===== src/rtl/adder_char_injector.sv =====
// adder_char_injector: packetised flit generator driving a registered N-bit adder,
// used to characterise adder switching energy. Each 2N-bit flit is split into
// input1 (low half) and input2 (high half).
// Optional feature macro: ADDER_CHAR_TOGGLE_CNT_EN enables the saturating input
// toggle counter; without it toggle_cnt is tied to zero.
module adder_char_injector #(
  parameter int              N        = 17,
  parameter int              PAYLOAD  = 20,
  parameter int              GAP      = 7,
  parameter int              NUM_PKT  = 10,
  parameter int              RUN_LEN  = 20,
  parameter int              ROT_STEP = 4,
  parameter logic [2*N-1:0]  SEED     = 1,
  parameter logic [2*N-1:0]  TAPS     = 34'h204000003,
  parameter int              TCNT_W   = 32
) (
  input  logic              clk,
  input  logic              rst,
  input  logic              start,
  input  logic [1:0]        mode,
  output logic [N-1:0]      input1,
  output logic [N-1:0]      input2,
  output logic              flit_valid,
  output logic [N-1:0]      sum,
  output logic              cout,
  output logic              sum_valid,
  output logic              busy,
  output logic              done,
  output logic [15:0]       pkt_cnt,
  output logic [TCNT_W-1:0] toggle_cnt
);

  localparam int W   = 2 * N;
  localparam int K_W = (PAYLOAD > 1) ? $clog2(PAYLOAD) : 1;
  localparam int G_W = (GAP > 1) ? $clog2(GAP) : 1;
  localparam int RS  = ROT_STEP % W;
  localparam logic [W-1:0] SEED_EFF = (SEED == '0) ? W'(1) : SEED;
  localparam logic [W-1:0] ROT_BASE = {W{1'b1}} >> (W - RUN_LEN);

  typedef enum logic [1:0] {S_IDLE, S_SEND, S_GAP, S_DONE} state_t;

  state_t         state, state_n;
  logic [K_W-1:0] k;
  logic [G_W-1:0] gap_cnt;
  logic [1:0]     mode_r, mode_sel;
  logic [W-1:0]   flit, flit_first, flit_step, flit_rot;
  logic           load_first, load_next, last_flit, accept;

  assign accept    = (state == S_IDLE) && start;
  assign last_flit = (k == K_W'(PAYLOAD - 1));

  // Rotation by a constant step; a zero step leaves the flit untouched.
  generate
    if (RS == 0) begin : g_rot0
      assign flit_rot = flit;
    end else begin : g_rot
      assign flit_rot = {flit[W-1-RS:0], flit[W-1:W-RS]};
    end
  endgenerate

  // Pattern generator: first flit of a packet and successor of the current flit.
  // The flit register itself is the pattern state, so rotate/LFSR advance incrementally.
  always_comb begin
    mode_sel   = (state == S_IDLE) ? mode : mode_r;
    flit_first = '0;
    flit_step  = '0;
    case (mode_sel)
      2'd1: begin
        flit_first = SEED_EFF;
        flit_step  = (flit >> 1) ^ (flit[0] ? TAPS : '0);
      end
      2'd2: begin
        flit_first = ROT_BASE;
        flit_step  = flit_rot;
      end
      2'd3: begin
        flit_first = '1;
        flit_step  = ~flit;
      end
      default: begin
        flit_first = '0;
        flit_step  = '0;
      end
    endcase
  end

  // FSM state register.
  always_ff @(posedge clk) begin
    if (rst) state <= S_IDLE;
    else     state <= state_n;
  end

  // FSM next state and flit load strobes; state reflects what is on the outputs this cycle.
  always_comb begin
    state_n    = state;
    load_first = 1'b0;
    load_next  = 1'b0;
    case (state)
      S_IDLE: begin
        if (start) begin
          state_n    = S_SEND;
          load_first = 1'b1;
        end
      end
      S_SEND: begin
        if (last_flit) begin
          if (pkt_cnt + 16'd1 == 16'(NUM_PKT)) begin
            state_n = S_DONE;
          end else if (GAP == 0) begin
            state_n    = S_SEND;
            load_first = 1'b1;
          end else begin
            state_n = S_GAP;
          end
        end else begin
          load_next = 1'b1;
        end
      end
      S_GAP: begin
        if (gap_cnt == G_W'(GAP - 1)) begin
          state_n    = S_SEND;
          load_first = 1'b1;
        end
      end
      S_DONE:  state_n = S_IDLE;
      default: state_n = S_IDLE;
    endcase
  end

  // Flit register, flit/gap indices, latched mode and packet counter.
  always_ff @(posedge clk) begin
    if (rst) begin
      flit    <= '0;
      k       <= '0;
      gap_cnt <= '0;
      mode_r  <= '0;
      pkt_cnt <= '0;
    end else begin
      if (accept) begin
        mode_r  <= mode;
        pkt_cnt <= '0;
      end else if (state == S_SEND && last_flit) begin
        pkt_cnt <= pkt_cnt + 16'd1;
      end
      if (load_first) begin
        flit <= flit_first;
        k    <= '0;
      end else if (load_next) begin
        flit <= flit_step;
        k    <= k + 1'b1;
      end
      gap_cnt <= (state == S_GAP) ? gap_cnt + 1'b1 : '0;
    end
  end

  assign input1     = flit[N-1:0];
  assign input2     = flit[W-1:N];
  assign flit_valid = (state == S_SEND);
  assign busy       = (state == S_SEND) || (state == S_GAP);
  assign done       = (state == S_DONE);

  // Registered adder under test; sum_valid follows flit_valid by one cycle.
  always_ff @(posedge clk) begin
    if (rst) begin
      sum       <= '0;
      cout      <= 1'b0;
      sum_valid <= 1'b0;
    end else begin
      {cout, sum} <= {1'b0, input1} + {1'b0, input2};
      sum_valid   <= flit_valid;
    end
  end

`ifdef ADDER_CHAR_TOGGLE_CNT_EN
  logic [W-1:0]    flit_prev;
  logic [TCNT_W:0] tog_sum;

  function automatic logic [TCNT_W-1:0] popcount(input logic [W-1:0] v);
    logic [TCNT_W-1:0] c;
    c = '0;
    for (int i = 0; i < W; i++) c = c + TCNT_W'(v[i]);
    return c;
  endfunction

  always_comb tog_sum = {1'b0, toggle_cnt} + {1'b0, popcount(flit ^ flit_prev)};

  // Saturating count of operand bit flips between consecutive cycles.
  always_ff @(posedge clk) begin
    if (rst) begin
      flit_prev  <= '0;
      toggle_cnt <= '0;
    end else begin
      flit_prev <= flit;
      if (accept)               toggle_cnt <= '0;
      else if (tog_sum[TCNT_W]) toggle_cnt <= '1;
      else                      toggle_cnt <= tog_sum[TCNT_W-1:0];
    end
  end
`else
  assign toggle_cnt = '0;
`endif

endmodule


===== config.mk =====
export PLATFORM = sky130hd
export DESIGN_NAME = adder_char_injector
export DESIGN_NICKNAME = d
export VERILOG_FILES = /design/src/rtl/adder_char_injector.sv
export SDC_FILE = /design/constraint.sdc
export NUM_CORES = 1
export LEC_CHECK = 0
export CORE_ASPECT_RATIO = 1.2
export CORE_MARGIN = 8
export CORE_UTILIZATION = 53
export CTS_BUF_LIST = sky130_fd_sc_hd__clkbuf_4 sky130_fd_sc_hd__clkbuf_8
export CTS_CLUSTER_DIAMETER = 40
export CTS_CLUSTER_SIZE = 14
export DETAILED_ROUTE_END_ITERATION = 12
export PLACE_DENSITY = 0.86
export SYNTH_ARGS = -nofsm -noshare
export SYNTH_HDL_FRONTEND = slang
export SYNTH_SLANG_ARGS = --single-unit

===== constraint.sdc =====
create_clock -name clk -period 3.15 [get_ports clk]
set_clock_uncertainty 0.1 [all_clocks]
set_input_delay 0.315 -clock clk [delete_from_list [all_inputs] [get_ports clk]]
set_output_delay 0.315 -clock clk [all_outputs]
set_load 0.03 [all_outputs]

==> results of run 1 <==
## per-stage QoR
step / instance area, µm² / instances / worst slack (ns)
4_1_cts: 6021 / 851 / 0.4435
2_1_floorplan: 5200 / 694 / 0.6195
3_5_place_dp: 5816 / 835 / 0.4725
6_report: 6021 / 851 / 0.4216
5_1_grt: 6021 / 851 / 0.2428
3_3_place_gp: 5816 / 835 / 0.5822
## cell families after synthesis
group	synth area share, %
other cells	0.07377
buf+inv	9.303
flops	31.90
mux	2.855
xor+xnor	4.652
simple gates	23.48
compound gates	20.95
fa+ha+maj	6.793
## layer usage
layer / up-vias / global-route usage [%]
met4: 0 / 12.33
li1: 2373 / -
met3: 37 / 5.422
met5: - / 0
met1: 2282 / 24.03
met2: 225 / 37.12
## flip-flops by register name, indices dropped and copies added (netlist names)
register	count
state	2
flit	34
gap_cnt	3
k	5
pkt_cnt	16
sum	17
mode_r	2
cout	1
sum_valid	1
## path summary, 6_finish.rpt
check	to
worst min-delay path	gap_cnt[0]
worst max-delay path	sum[14]
worst min register to register	gap_cnt[0]
worst max register to register	sum[14]
## report_power, final
part / switching (mW) / leakage, nW / total [mW] / internal (mW)
combinational: 0.755 / 1.62 / 1.21 / 0.454
sequential: 0.134 / 0.661 / 1.26 / 1.12
clock: 0.381 / 0.109 / 0.788 / 0.407
total: 1.27 / 2.39 / 3.26 / 1.99
## cell type report
type | instances | area [µm²]
clock buffers | 11 | 151.4
clock inverters | 5 | 53.80
fillers | 825 | 3397
inverters | 17 | 63.81
multi-input cells | 526 | 3118
flip-flops and latches | 81 | 1622
well taps | 123 | 153.9
repair buffers | 88 | 858.3
## synthesized netlist by cell type (5+ instances only)
cell type / count
xor2_1: 15
nor3_1: 22
ha_1: 26
mux2_2: 6
xnor2_1: 12
a21o_1: 7
a221oi_1: 19
nand2_1: 59
nand2b_1: 5
o21ai_0: 10
and3_1: 5
clkbuf_1: 14
a211oi_1: 8
nand3_1: 10
a21oi_1: 58
dfxtp_1: 81
buf_2: 21
nor2_1: 119
o21ai_1: 35
inv_1: 16
buf_4: 32
nor2b_1: 11
nand4_1: 7
## cells in the final DEF, fill, tap and decap left out, types with 5 or more instances in the layout
cell and instances:
a211oi_1 8, a21o_1 7, a21oi_1 58, a221oi_1 19, and3_1 5, buf_4 11
clkbuf_8 11, clkdlybuf4s50_1 75, conb_1 32, dfxtp_1 81, ha_1 26, inv_1 16
mux2_2 6, nand2_1 59, nand2b_1 5, nand3_1 10, nand4_1 7, nor2_1 119
nor2b_1 11, nor3_1 22, o21ai_0 10, o21ai_1 35, xnor2_1 12, xor2_1 15
## critical path: cells and delay by family (launching register included)
| family | cells | cell delay [ns] |
|---|---|---|
| AO/OA/AOI/OAI | 4 | 0.81 |
| AND/OR/NAND/NOR | 1 | 0.18 |
| multiplexers | 1 | 0.32 |
| adder cells (fa/ha/maj) | 2 | 0.64 |
| buffers and inverters | 1 | 0.06 |
| flip-flops | 1 | 0.50 |
==> results.cfg, run 1 <==
[worst_setup_path]
critPathSlowestCell = dfxtp_1
rrSetupSlack_ns = 0.42
crit_type = reg -> reg
worstReg2RegStart = flit[17]
cpPeakStageDelay_ns = 0.50
crit_path_frequent_cell = o31a_1
crit_start = flit[17]
crit_fanout = 6
worstPathCellList = ha_1 > inv_1 > fa_1 > nor2b_1 > o21ai_1 > a21boi_1 > o31a_1 > o31a_1 > mux2_1
cp-start-kind = flop
end_kind = flop
worstPathArrival_ns = 2.88
reg2regPathDepth = 9
cp.required_ns = 3.30

[die]
core_um2 = 9418
start_util_pct = 53.98
dieArea_um2 = 12990
die_h_um = 123.3
pin_count = 109
std_cell_rows = 39
die_x_um = 105.4

[drt]
drtIter0Drc = 483
first_pass_iters = 5
drt-met1-wl_um = 5575
wire_per_inst_um = 16.60
vias = 4917
drtAntennaViolNets = 0
wl_met3_um = 1202
wirelength_um = 14130
vias_per_cell = 5.778
route.met2.wl_um = 6790
drc = 0
highest_layer = met4

[job]
maxCapViolCount = 0

[hold_path]
hold_class = reg -> reg
hp-start = gap_cnt[0]
hold_depth = 1

[timing]
hold_ws_ns = 0.3501
tightest_slew_ns = 1.048
min_period_over_period_pct = 86.61
rsz0062_at_grt = no
finalSetupViolCount = 0
period_needed_ns = 2.728
slew_headroom_pct = 30.08
slew_violations = 0
finalHoldViolations = 0
setup_tns_ns = 0
fmax_mhz = 366.5

[power_and_ir_drop]
vdd_drop_max_mv = 0.3169
p_total_mw = 3.255
p_leak_nw = 2.389
p_per_area_nw_per_um2 = 540.7

[finish]
layout-drive-gt1-share_pct = 6.731
syn_to_final_growth_pct = 18.43
diodes = 0
finalNetCount = 755
postLayoutCoreUtil_pct = 63.93

[global_routing]
grt_pass1_wl_um = 22980
grt_max_degree = 66
antenna_found_initial = 0
grt_remaining_overflow = 0
grt_pass1_vias = 4682
track_usage_pct = 21.60

[synthesis]
synth_cell_types = 64
ys.flop_type = dfxtp_1
seq_area_frac_synth_pct = 31.90
postSynthAreaPerCell_um2 = 7.668
synth_edf_count = 0
yosysTopAreaCell = dfxtp_1
synth_seq_cells = 81
synthArstFlopShare_pct = 0
syn_area_um2 = 5084
synth_top_area_share_pct = 31.90
synth_area_leaders = dfxtp_1, nor2_1, ha_1
synth.yosys.warnings = 0
syn_inst = 663

[clocking]
cts_sinks = 81
clk_latency_ns = 0.37
post_cts_resized = 0
clk_pin_slew_worst_paths_ns = 0.08
cts_setup_buffers = 0
postCtsHoldBufs = 0
clock_path_buffers = 2
tritoncts = yes
clk_root_buffer_cell = clkbuf_8
cts_buffers = 9
cts_max_level = 3

[placed_design]
dpl.hpwl_um = 10300
port_buffers = 76
routabilityCongestion = 0.8943

[outcome]
outcome = finished, final reports clean
(Power assumes the default switching activity.)
==> inputs of run 2 (changes only) <==
--- a/config.mk
+++ b/config.mk
@@ -7,12 +7,12 @@
 export LEC_CHECK = 0
 export CORE_ASPECT_RATIO = 1.2
 export CORE_MARGIN = 8
-export CORE_UTILIZATION = 53
+export CORE_UTILIZATION = 30
 export CTS_BUF_LIST = sky130_fd_sc_hd__clkbuf_4 sky130_fd_sc_hd__clkbuf_8
 export CTS_CLUSTER_DIAMETER = 40
 export CTS_CLUSTER_SIZE = 14
 export DETAILED_ROUTE_END_ITERATION = 12
-export PLACE_DENSITY = 0.86
+export PLACE_DENSITY = 0.55
 export SYNTH_ARGS = -nofsm -noshare
 export SYNTH_HDL_FRONTEND = slang
 export SYNTH_SLANG_ARGS = --single-unit
==> results.cfg, run 2 (synthesis results as in run 1) <==
[outcome]
outcome = finished, final reports clean

[worst_setup_path]
crit_type = reg -> reg
crit_fanout = 7
critPathSlowestCell = dfxtp_1
crit_path_frequent_cell = o31a_1
cp.required_ns = 3.33
cp-start-kind = flop
cpPeakStageDelay_ns = 0.59
worstPathArrival_ns = 2.94
worstPathCellList = ha_1 > inv_1 > fa_1 > nor2b_1 > o21ai_1 > a21boi_1 > o31a_1 > o31a_1 > mux2_1
rrSetupSlack_ns = 0.38
end_kind = flop

[hold_path]
hold_class = in -> reg

[timing]
timing.final.ws_setup_ns = 0.3807
period_needed_ns = 2.769
finalHoldViolations = 0
slew_headroom_pct = 27.63
setup_tns_ns = 0
rsz0062_at_grt = no
min_period_over_period_pct = 87.92
tightest_slew_ns = 1.085
slew_violations = 0
fmax_mhz = 361.1
finalSetupViolCount = 0

[clocking]
clock_path_buffers = 2
postCtsHoldBufs = 0
cts_max_level = 3
post_cts_resized = 0
cts_setup_buffers = 0
clk_latency_ns = 0.38
clk_pin_slew_worst_paths_ns = 0.10
cts_sinks = 81
cts_buffers = 9
tritoncts = yes
clk_root_buffer_cell = clkbuf_8

[global_routing]
grt_pass1_wl_um = 24310
grt_max_degree = 66
grt_pass1_vias = 4440
antenna_found_initial = 0
track_usage_pct = 14.33
grt_remaining_overflow = 0

[power_and_ir_drop]
p_seq_share_pct = 38.3
p_sw_share_pct = 40.53
p_per_area_nw_per_um2 = 536.5
comb_power_share_pct = 36.9
internal-power_mw = 1.965
p_clk_share_pct = 24.9
power.switching_mw = 1.339
p_leak_nw = 2.388
vdd_drop_max_mv = 0.2311

[placed_design]
place_area_um2 = 5952
dpl.hpwl_um = 11070
place_ws_ns = 0.3769
routabilityCongestion = 0.8502
place_inst = 929
port_buffers = 76

[finish]
top_register = flit
finalNetCount = 756
largest_reg_flops = 34
fin_cells = 945
layout_commonest_cell = nor2_1
diodes = 0
postLayoutCellArea_um2 = 6158
layout-drive-gt1-share_pct = 6.859
syn_to_final_growth_pct = 21.14
mostFrequentLayoutCells = nor2_1, dfxtp_1, clkdlybuf4s50_1
largestRegisters = flit x34, sum x17, pkt_cnt x16

[drt]
drtIter0Drc = 373
first_pass_iters = 4
vias = 4739
drtAntennaViolNets = 0
wirelength_um = 15310
vias_per_cell = 5.015
wire_per_inst_um = 16.20
drc = 0

[die]
dieArea_um2 = 21380
std_cell_rows = 52
die_x_um = 134.8
pin_count = 109
start_util_pct = 30.40
core_um2 = 16720
die_h_um = 158.6

[job]
maxCapViolCount = 0
==> run 2: final cells by class <==
cell class,instances,area [µm²]
Inverter,17,63.81
Clock buffer,9,123.9
Tap cell,216,270.3
Fill cell,1783,10560
Clock inverter,7,82.58
Multi-Input combinational cell,526,3118
Timing Repair Buffer,89,878.3
Sequential cell,81,1622
==> run 2: path summary, 6_finish.rpt <==
| kind | startpoint | to | depth (start not counted) |
|---|---|---|---|
| min | rst | pkt_cnt[15] | 3 |
| max reg2reg | flit[0] | sum[14] | 9 |
| max | flit[0] | sum[14] | 9 |
| min reg2reg | gap_cnt[0] | gap_cnt[0] | 1 |
==> run 2: worst max-delay path, delay by kind of cell (launching register included) <==
| kind | cells | cell delay, ns |
|---|---|---|
| AO/OA/AOI/OAI | 4 | 0.79 |
| adder cells (fa/ha/maj) | 2 | 0.65 |
| buffers and inverters | 1 | 0.06 |
| flip-flops | 1 | 0.59 |
| multiplexers | 1 | 0.31 |
| AND/OR/NAND/NOR | 1 | 0.17 |
==> run 2: per-stage QoR <==
step / total power [mW] / util, % / hold slack [ns]
detailed placement: 2.507 / 35.60 / 0.3415
global route: 3.510 / 36.83 / 0.3893
global placement: 2.506 / 35.60 / 0.3347
floorplan: 2.104 / - / 0.3173
CTS: 3.348 / 36.83 / 0.3422
finish: 3.304 / 36.83 / 0.3457
==> run 2: power groups by stage <==
stage,clock [mW],sequential (mW),combinational [mW]
2_1_floorplan,0,1.42,0.680
3_3_place_gp,0,1.29,1.22
3_5_place_dp,0,1.29,1.22
4_1_cts,0.858,1.27,1.22
5_1_grt,0.897,1.28,1.33
6_report,0.822,1.26,1.22
==> run 2: routing by layer <==
metal	GRT usage (%)	vias up	wire length (µm)
li1	-	2384	-
met1	17.58	2202	6762
met2	23.54	135	7229
met3	3.409	18	1001
met4	5.945	0	320
met5	0	-	0
